==> config.mk <==
export PLATFORM = sky130hd
export DESIGN_NAME = hack_cpu_seq_flat
export DESIGN_NICKNAME = d
export VERILOG_FILES = /design/src/rtl/hack_pkg.sv /design/src/rtl/hack_cpu_seq_if.sv /design/src/rtl/hack_jump_cond.sv /design/src/rtl/hack_cpu_seq.sv /design/src/flat_wrapper.sv
export SDC_FILE = /design/constraint.sdc
export NUM_CORES = 1
export LEC_CHECK = 0
export BUFFER_PORTS_ARGS = -buffer_cell sky130_fd_sc_hd__buf_2
export CAP_MARGIN = 20
export CORE_ASPECT_RATIO = 0.7
export CORE_MARGIN = 4
export CORE_UTILIZATION = 50
export DETAILED_ROUTE_END_ITERATION = 7
export PLACE_DENSITY = 0.91
export SYNTH_ARGS = -nofsm -noshare
export SYNTH_HDL_FRONTEND = slang
export SYNTH_SLANG_ARGS = --single-unit
==> constraint.sdc <==
create_clock -name CLK -period 2.56 [get_ports CLK]
set_input_delay 0.384 -clock CLK [delete_from_list [all_inputs] [get_ports CLK]]
set_output_delay 0.384 -clock CLK [all_outputs]
set_load 0.05 [all_outputs]
==> src/rtl/hack_pkg.sv <==
// Shared Hack ISA definitions for the multi-cycle sequencer: widths, instruction
// field positions, FSM state encoding and the 15-bit PC increment.
package hack_pkg;

  localparam int DATA_W  = 16;
  localparam int ADDR_W  = 15;

  localparam int IBIT_C  = 15;
  localparam int ABIT    = 12;
  localparam int CTRL_HI = 11;
  localparam int CTRL_LO = 6;
  localparam int DEST_HI = 5;
  localparam int DEST_LO = 3;
  localparam int JUMP_HI = 2;
  localparam int JUMP_LO = 0;

  typedef enum logic [2:0] {
    FETCH,
    DECODE,
    MEM_RD,
    EXEC,
    MEM_WR
  } state_t;

  // Natural 15-bit wrap: 0x7FFF + 1 -> 0x0000.
  function automatic logic [ADDR_W-1:0] pc_inc(input logic [ADDR_W-1:0] pc);
    return pc + {{(ADDR_W-1){1'b0}}, 1'b1};
  endfunction

endpackage

==> src/rtl/hack_cpu_seq_if.sv <==
// Bundle of the sequencer's instruction port, data port, ALU operand/result
// path and debug state taps. master = CPU sequencer, slave = memories/ALU/bench.
interface hack_cpu_seq_if;
  import hack_pkg::*;

  logic [ADDR_W-1:0] IMEM_ADDR;
  logic              IMEM_REQ;
  logic              IMEM_ACK;
  logic [DATA_W-1:0] IMEM_DATA;

  logic [ADDR_W-1:0] DMEM_ADDR;
  logic              DMEM_RD;
  logic              DMEM_WR;
  logic [DATA_W-1:0] DMEM_WDATA;
  logic [DATA_W-1:0] DMEM_RDATA;
  logic              DMEM_ACK;

  logic [DATA_W-1:0] ALU_X;
  logic [DATA_W-1:0] ALU_Y;
  logic [5:0]        ALU_CTRL;
  logic [DATA_W-1:0] ALU_OUT;
  logic              ALU_ZR;
  logic              ALU_NG;

  logic [ADDR_W-1:0] PC_OUT;
  logic [DATA_W-1:0] A_OUT;
  logic [DATA_W-1:0] D_OUT;

  modport master (
    output IMEM_ADDR, IMEM_REQ,
    input  IMEM_ACK, IMEM_DATA,
    output DMEM_ADDR, DMEM_RD, DMEM_WR, DMEM_WDATA,
    input  DMEM_RDATA, DMEM_ACK,
    output ALU_X, ALU_Y, ALU_CTRL,
    input  ALU_OUT, ALU_ZR, ALU_NG,
    output PC_OUT, A_OUT, D_OUT
  );

  modport slave (
    input  IMEM_ADDR, IMEM_REQ,
    output IMEM_ACK, IMEM_DATA,
    input  DMEM_ADDR, DMEM_RD, DMEM_WR, DMEM_WDATA,
    output DMEM_RDATA, DMEM_ACK,
    input  ALU_X, ALU_Y, ALU_CTRL,
    output ALU_OUT, ALU_ZR, ALU_NG,
    input  PC_OUT, A_OUT, D_OUT
  );

endinterface

==> src/rtl/hack_jump_cond.sv <==
// Hack jump predicate: JGT/JEQ/JLT bits tested against the ALU result flags.
module hack_jump_cond (
  input  logic [2:0] JUMP,
  input  logic       ZR,
  input  logic       NG,
  output logic       JMP
);

  assign JMP = (JUMP[2] & NG) | (JUMP[1] & ZR) | (JUMP[0] & ~NG & ~ZR);

endmodule

==> src/rtl/hack_cpu_seq.sv <==
// Multi-cycle Hack CPU sequencer: fetch/decode/execute FSM owning PC, A, D, IR,
// MDR, R and AOLD, with request/acknowledge instruction and data ports.
module hack_cpu_seq
  import hack_pkg::*;
(
  input  logic           CLK,
  input  logic           RESET,
  hack_cpu_seq_if.master bus
);

  state_t            state;
  logic [DATA_W-1:0] ir;
  logic [DATA_W-1:0] a_reg;
  logic [DATA_W-1:0] d_reg;
  logic [DATA_W-1:0] mdr;
  logic [DATA_W-1:0] r_reg;
  logic [ADDR_W-1:0] aold;
  logic [ADDR_W-1:0] pc;
  logic              jmp_hold;
  logic              jmp_now;
  logic [2:0]        dest;

  assign dest = ir[DEST_HI:DEST_LO];

  hack_jump_cond u_jump (
    .JUMP (ir[JUMP_HI:JUMP_LO]),
    .ZR   (bus.ALU_ZR),
    .NG   (bus.ALU_NG),
    .JMP  (jmp_now)
  );

  always_ff @(posedge CLK) begin
    if (RESET) begin
      state    <= FETCH;
      pc       <= '0;
      a_reg    <= '0;
      d_reg    <= '0;
      ir       <= '0;
      mdr      <= '0;
      r_reg    <= '0;
      aold     <= '0;
      jmp_hold <= 1'b0;
    end else begin
      case (state)
        FETCH: begin
          if (bus.IMEM_ACK) begin
            ir    <= bus.IMEM_DATA;
            state <= DECODE;
          end
        end

        DECODE: begin
          if (!ir[IBIT_C]) begin
            a_reg <= ir;
            pc    <= pc_inc(pc);
            state <= FETCH;
          end else begin
            state <= ir[ABIT] ? MEM_RD : EXEC;
          end
        end

        MEM_RD: begin
          if (bus.DMEM_ACK) begin
            mdr   <= bus.DMEM_RDATA;
            state <= EXEC;
          end
        end

        // Jump target and store address both come from A as it was before this
        // instruction; the flags are only valid now, so the decision is kept.
        EXEC: begin
          r_reg    <= bus.ALU_OUT;
          aold     <= a_reg[ADDR_W-1:0];
          jmp_hold <= jmp_now;
          if (dest[2]) a_reg <= bus.ALU_OUT;
          if (dest[1]) d_reg <= bus.ALU_OUT;
          if (dest[0]) begin
            state <= MEM_WR;
          end else begin
            pc    <= jmp_now ? a_reg[ADDR_W-1:0] : pc_inc(pc);
            state <= FETCH;
          end
        end

        MEM_WR: begin
          if (bus.DMEM_ACK) begin
            pc    <= jmp_hold ? aold : pc_inc(pc);
            state <= FETCH;
          end
        end

        default: state <= FETCH;
      endcase
    end
  end

  // Strobes are decoded from state and gated by RESET so an abandoned
  // transaction drops its request in the reset cycle itself.
  assign bus.IMEM_REQ   = (state == FETCH)  && !RESET;
  assign bus.DMEM_RD    = (state == MEM_RD) && !RESET;
  assign bus.DMEM_WR    = (state == MEM_WR) && !RESET;
  assign bus.IMEM_ADDR  = pc;
  assign bus.DMEM_ADDR  = (state == MEM_WR) ? aold : a_reg[ADDR_W-1:0];
  assign bus.DMEM_WDATA = r_reg;

  assign bus.ALU_X    = d_reg;
  assign bus.ALU_Y    = ir[ABIT] ? mdr : a_reg;
  assign bus.ALU_CTRL = ir[CTRL_HI:CTRL_LO];

  assign bus.PC_OUT = pc;
  assign bus.A_OUT  = a_reg;
  assign bus.D_OUT  = d_reg;

endmodule

==> src/flat_wrapper.sv <==
// flat-port wrapper written by rule: the top's interface ports become plain ports
module hack_cpu_seq_flat import hack_pkg::*;
  (CLK, RESET, bus_IMEM_ADDR, bus_IMEM_REQ, bus_IMEM_ACK, bus_IMEM_DATA, bus_DMEM_ADDR, bus_DMEM_RD, bus_DMEM_WR, bus_DMEM_WDATA, bus_DMEM_RDATA, bus_DMEM_ACK, bus_ALU_X, bus_ALU_Y, bus_ALU_CTRL, bus_ALU_OUT, bus_ALU_ZR, bus_ALU_NG, bus_PC_OUT, bus_A_OUT, bus_D_OUT);
  hack_cpu_seq_if bus_i ();
  input  logic CLK;
  input  logic RESET;
  output wire logic [$bits(bus_i.IMEM_ADDR)-1:0] bus_IMEM_ADDR;
  output wire logic [$bits(bus_i.IMEM_REQ)-1:0] bus_IMEM_REQ;
  input wire logic [$bits(bus_i.IMEM_ACK)-1:0] bus_IMEM_ACK;
  input wire logic [$bits(bus_i.IMEM_DATA)-1:0] bus_IMEM_DATA;
  output wire logic [$bits(bus_i.DMEM_ADDR)-1:0] bus_DMEM_ADDR;
  output wire logic [$bits(bus_i.DMEM_RD)-1:0] bus_DMEM_RD;
  output wire logic [$bits(bus_i.DMEM_WR)-1:0] bus_DMEM_WR;
  output wire logic [$bits(bus_i.DMEM_WDATA)-1:0] bus_DMEM_WDATA;
  input wire logic [$bits(bus_i.DMEM_RDATA)-1:0] bus_DMEM_RDATA;
  input wire logic [$bits(bus_i.DMEM_ACK)-1:0] bus_DMEM_ACK;
  output wire logic [$bits(bus_i.ALU_X)-1:0] bus_ALU_X;
  output wire logic [$bits(bus_i.ALU_Y)-1:0] bus_ALU_Y;
  output wire logic [$bits(bus_i.ALU_CTRL)-1:0] bus_ALU_CTRL;
  input wire logic [$bits(bus_i.ALU_OUT)-1:0] bus_ALU_OUT;
  input wire logic [$bits(bus_i.ALU_ZR)-1:0] bus_ALU_ZR;
  input wire logic [$bits(bus_i.ALU_NG)-1:0] bus_ALU_NG;
  output wire logic [$bits(bus_i.PC_OUT)-1:0] bus_PC_OUT;
  output wire logic [$bits(bus_i.A_OUT)-1:0] bus_A_OUT;
  output wire logic [$bits(bus_i.D_OUT)-1:0] bus_D_OUT;
  assign bus_IMEM_ADDR = bus_i.IMEM_ADDR;
  assign bus_IMEM_REQ = bus_i.IMEM_REQ;
  assign bus_i.IMEM_ACK = bus_IMEM_ACK;
  assign bus_i.IMEM_DATA = bus_IMEM_DATA;
  assign bus_DMEM_ADDR = bus_i.DMEM_ADDR;
  assign bus_DMEM_RD = bus_i.DMEM_RD;
  assign bus_DMEM_WR = bus_i.DMEM_WR;
  assign bus_DMEM_WDATA = bus_i.DMEM_WDATA;
  assign bus_i.DMEM_RDATA = bus_DMEM_RDATA;
  assign bus_i.DMEM_ACK = bus_DMEM_ACK;
  assign bus_ALU_X = bus_i.ALU_X;
  assign bus_ALU_Y = bus_i.ALU_Y;
  assign bus_ALU_CTRL = bus_i.ALU_CTRL;
  assign bus_i.ALU_OUT = bus_ALU_OUT;
  assign bus_i.ALU_ZR = bus_ALU_ZR;
  assign bus_i.ALU_NG = bus_ALU_NG;
  assign bus_PC_OUT = bus_i.PC_OUT;
  assign bus_A_OUT = bus_i.A_OUT;
  assign bus_D_OUT = bus_i.D_OUT;
  hack_cpu_seq u_core (.CLK(CLK), .RESET(RESET), .bus(bus_i));
endmodule
==> results.md <==
- Crit path max fanout: 21
- I/O pins: 188
- DRC errors left: 0
- Initial antenna violation count: 2
- Gpl congestion: 0.9560
- Setup WS post-layout: 0.2112 ns
- Final WL: 16.66 mm
- Share of cells above drive strength 1: 30.68%
- Distinct cells, synth: 58
- Via-to-Cell Ratio: 5.499
- Asr flop ratio synth: 0%
- Sequential fraction of the synthesis area: 41.65%
- Layout filler cell count: 923
- Status: finished clean
- Dominant synthesized flop cell: dfxtp_1
- Port Buf Inserts: 187
- Crit Path Class: reg2out
- Antenna viol nets, final: 0
- Internal Pwr Total: 3395 uW
- CTS tree: built
- Syn Area/Cell: 7.739 um2
- Hold path cells: 3
- Peak Freq: 425.8 MHz
- Multi-input gate area: 2705 um2
- Num CTS Buffers: 17
- CTS Sinks: 114
- First-pass GRT wire length: 25.54 mm
- Most frequent cells in the layout: 229 x nand2_1, 186 x buf_2, 113 x dfxtp_1
- Seq pwr share: 40.3%
- Clk root buf: clkbuf_16
- Total Neg Setup Slack: 0 ns
- Finish-stage setup viols: 0
- Sw power: 1388 uW
- Die ar.: 12720 um2
- Max_cap viols: 0
- R2r worst-path depth: 6
- Comb power frac: 14.9%
- Die height: 95.58 um
- Unrepaired setup endpoints after global routing: false
- Leakage: 0.003034 uW
- Starting DRT DRC Count: 621
- Pwr Total: 4784 uW
- Register bit total from synthesis: 114
- H-tree levels: 4
- Slew at the pin closest to its max-slew limit: 0.8816 ns
- Largest net degree at the start of global routing: 48
- Final hold vios: 0
- PwrDens: 705.7 nW/um2
- Crit path required time: 2.18 ns
- # hold bufs at CTS: 0
- Wire per inst: 16.61 um
- Tmin final: 2.349 ns
- DR pass1 iterations: 5
- Area grow syn2layout: 23.73%
- Period utilisation layout: 91.75%
- Post-synth design cell area: 5479 um2
- Placed wire-length estimate: 11.96 mm
- Most common cell after layout, fill and taps aside: nand2_1
- Slew Limit Headroom: 40.77%
- Post-Place Setup Slack: 0.5104 ns
- Worst endpoint data arrival time: 1.96 ns
- Clk slew on worst S/H paths: 0.05 ns
- Yosys warning total: 0
- Max Root-Sink Buffers: 2
- Clk_lat worst skew: 0.40 ns
- Utilization after layout: 64.49%
- Max-slew violations: 0
- Row count: 31
- Final nets: 898
- Core ar.: 10510 um2
- HP Class: in2reg
- Syn Nets: 764
- GRT Util Overall: 25.50%
- Via count: 5515
- Mapped Cells: 708
- Post-synth EDFFs: 0
- Register Area: 2283 um2
- Crit start category: flip-flop
- Total grt overflow: 0
- Initial core utilization: 52.12%
- Die W: 133.1 um
- Final Skew: 0.006526 ns
- Sw Share: 29.02%
- Vias in the first global route: 4956
- Max rail drop VDD: 504.1 uV
- Endpoint type of the worst setup path: primary output
- Clock Power Share: 44.8%
-- critical path: stages (launching register included) --
cell and delay [ns]:
dfxtp_1 0.65, or3b_4 0.43, nand2_1 0.10, nand2_1 0.10, buf_2 0.27
-- cells by family after synthesis --
logic type / synth area share, %
and+or+nand+nor: 25.05
AOI/OAI and AO/OA: 19.05
DFF: 41.65
buffers and inverters: 9.294
muxes: 3.859
xor gates and xnor gates: 0.6395
adders and majority gates: 0.4567
-- flip-flops by register name, summed over array words and instances (netlist names) --
register,flops
u_core.bus.DMEM_WDATA,16
u_core.bus.ALU_X,16
u_core.ir,16
u_core.bus.IMEM_ADDR,15
u_core.mdr,16
u_core.state,3
u_core.jmp_hold,1
u_core.bus.A_OUT,16
u_core.aold,15
-- cell type report --
class / count / share of cell area, %
flip-flops and latches: 114 / 33.68
multi-input cells: 505 / 39.90
inverters: 2 / 0.1107
diodes: 1 / 0.03691
clock inverters: 5 / 0.3691
well taps: 148 / 2.732
repair buffers: 202 / 15.50
clock buffers: 26 / 7.660
-- power by group through the flow --
stage	logic [uW]	clock network, uW	registers (uW)
2_1_floorplan	447	0	2030
3_3_place_gp	703	0	1960
3_5_place_dp	709	0	1960
4_1_cts	712	2170	1920
5_1_grt	757	2260	1930
6_report	713	2140	1930
-- cell usage after synthesis, types with 5 or more instances --
master    instances  area (um2)
nand2_1         229       859.6
o21bai_1          6       45.04
nand4_1           5       31.28
nand3_1           6       30.03
a221oi_1          6       52.55
nor3_1           12       60.06
a221o_1           5       50.05
buf_2            11       55.05
dfxtp_1         114        2282
a21oi_1          92       460.4
mux2_2           17       191.4
clkbuf_1         32       120.1
a31oi_1           5       31.28
buf_4            39       292.8
nor2_1           32       120.1
o21ai_0          10       50.05
a311oi_1         16       140.1
-- per-stage QoR --
step,instance area [um2],cells,hold slack (ns)
2_1_floorplan,5492,708,0.4329
6_report,6779,1003,0.2156
4_1_cts,6775,1002,0.1960
5_1_grt,6779,1003,0.2043
3_3_place_gp,6231,971,0.4394
3_5_place_dp,6231,971,0.4445
-- metal layers --
layer  vias to the layer above  track usage [%]  wire length (um)
met4                         2            8.904               140
met5                         -                0                13
li1                       2661                -                 -
met1                      2579            34.16              7457
met2                       257            39.27              7579
met3                        16            7.859              1467
-- what timing repair did --
action	CTS	global route
endpoints found under the hold margin	0	0
gates resized for setup	0	1
setup endpoints to repair	0	11
buffers inserted	0	0
-- final timing paths --
| kind | from | endpoint | slack [ns] |
|---|---|---|---|
| worst max register to register | u_core.bus.IMEM_ADDR[0]$_SDFFE_PP0P_ | u_core.bus.IMEM_ADDR[10]$_SDFFE_PP0P_ | 0.47 |
| worst min register to register | u_core.bus.DMEM_WDATA[4]$_SDFFE_PP0P_ | u_core.bus.DMEM_WDATA[4]$_SDFFE_PP0P_ | 0.45 |
| worst min-delay path | bus_DMEM_RDATA[6] | u_core.mdr[6]$_SDFFE_PP0P_ | 0.22 |
| worst max-delay path | u_core.state[0]$_SDFFE_PP0P_ | bus_DMEM_ADDR[0] | 0.21 |
No activity file was read; power rests on OpenSTA's default activity.
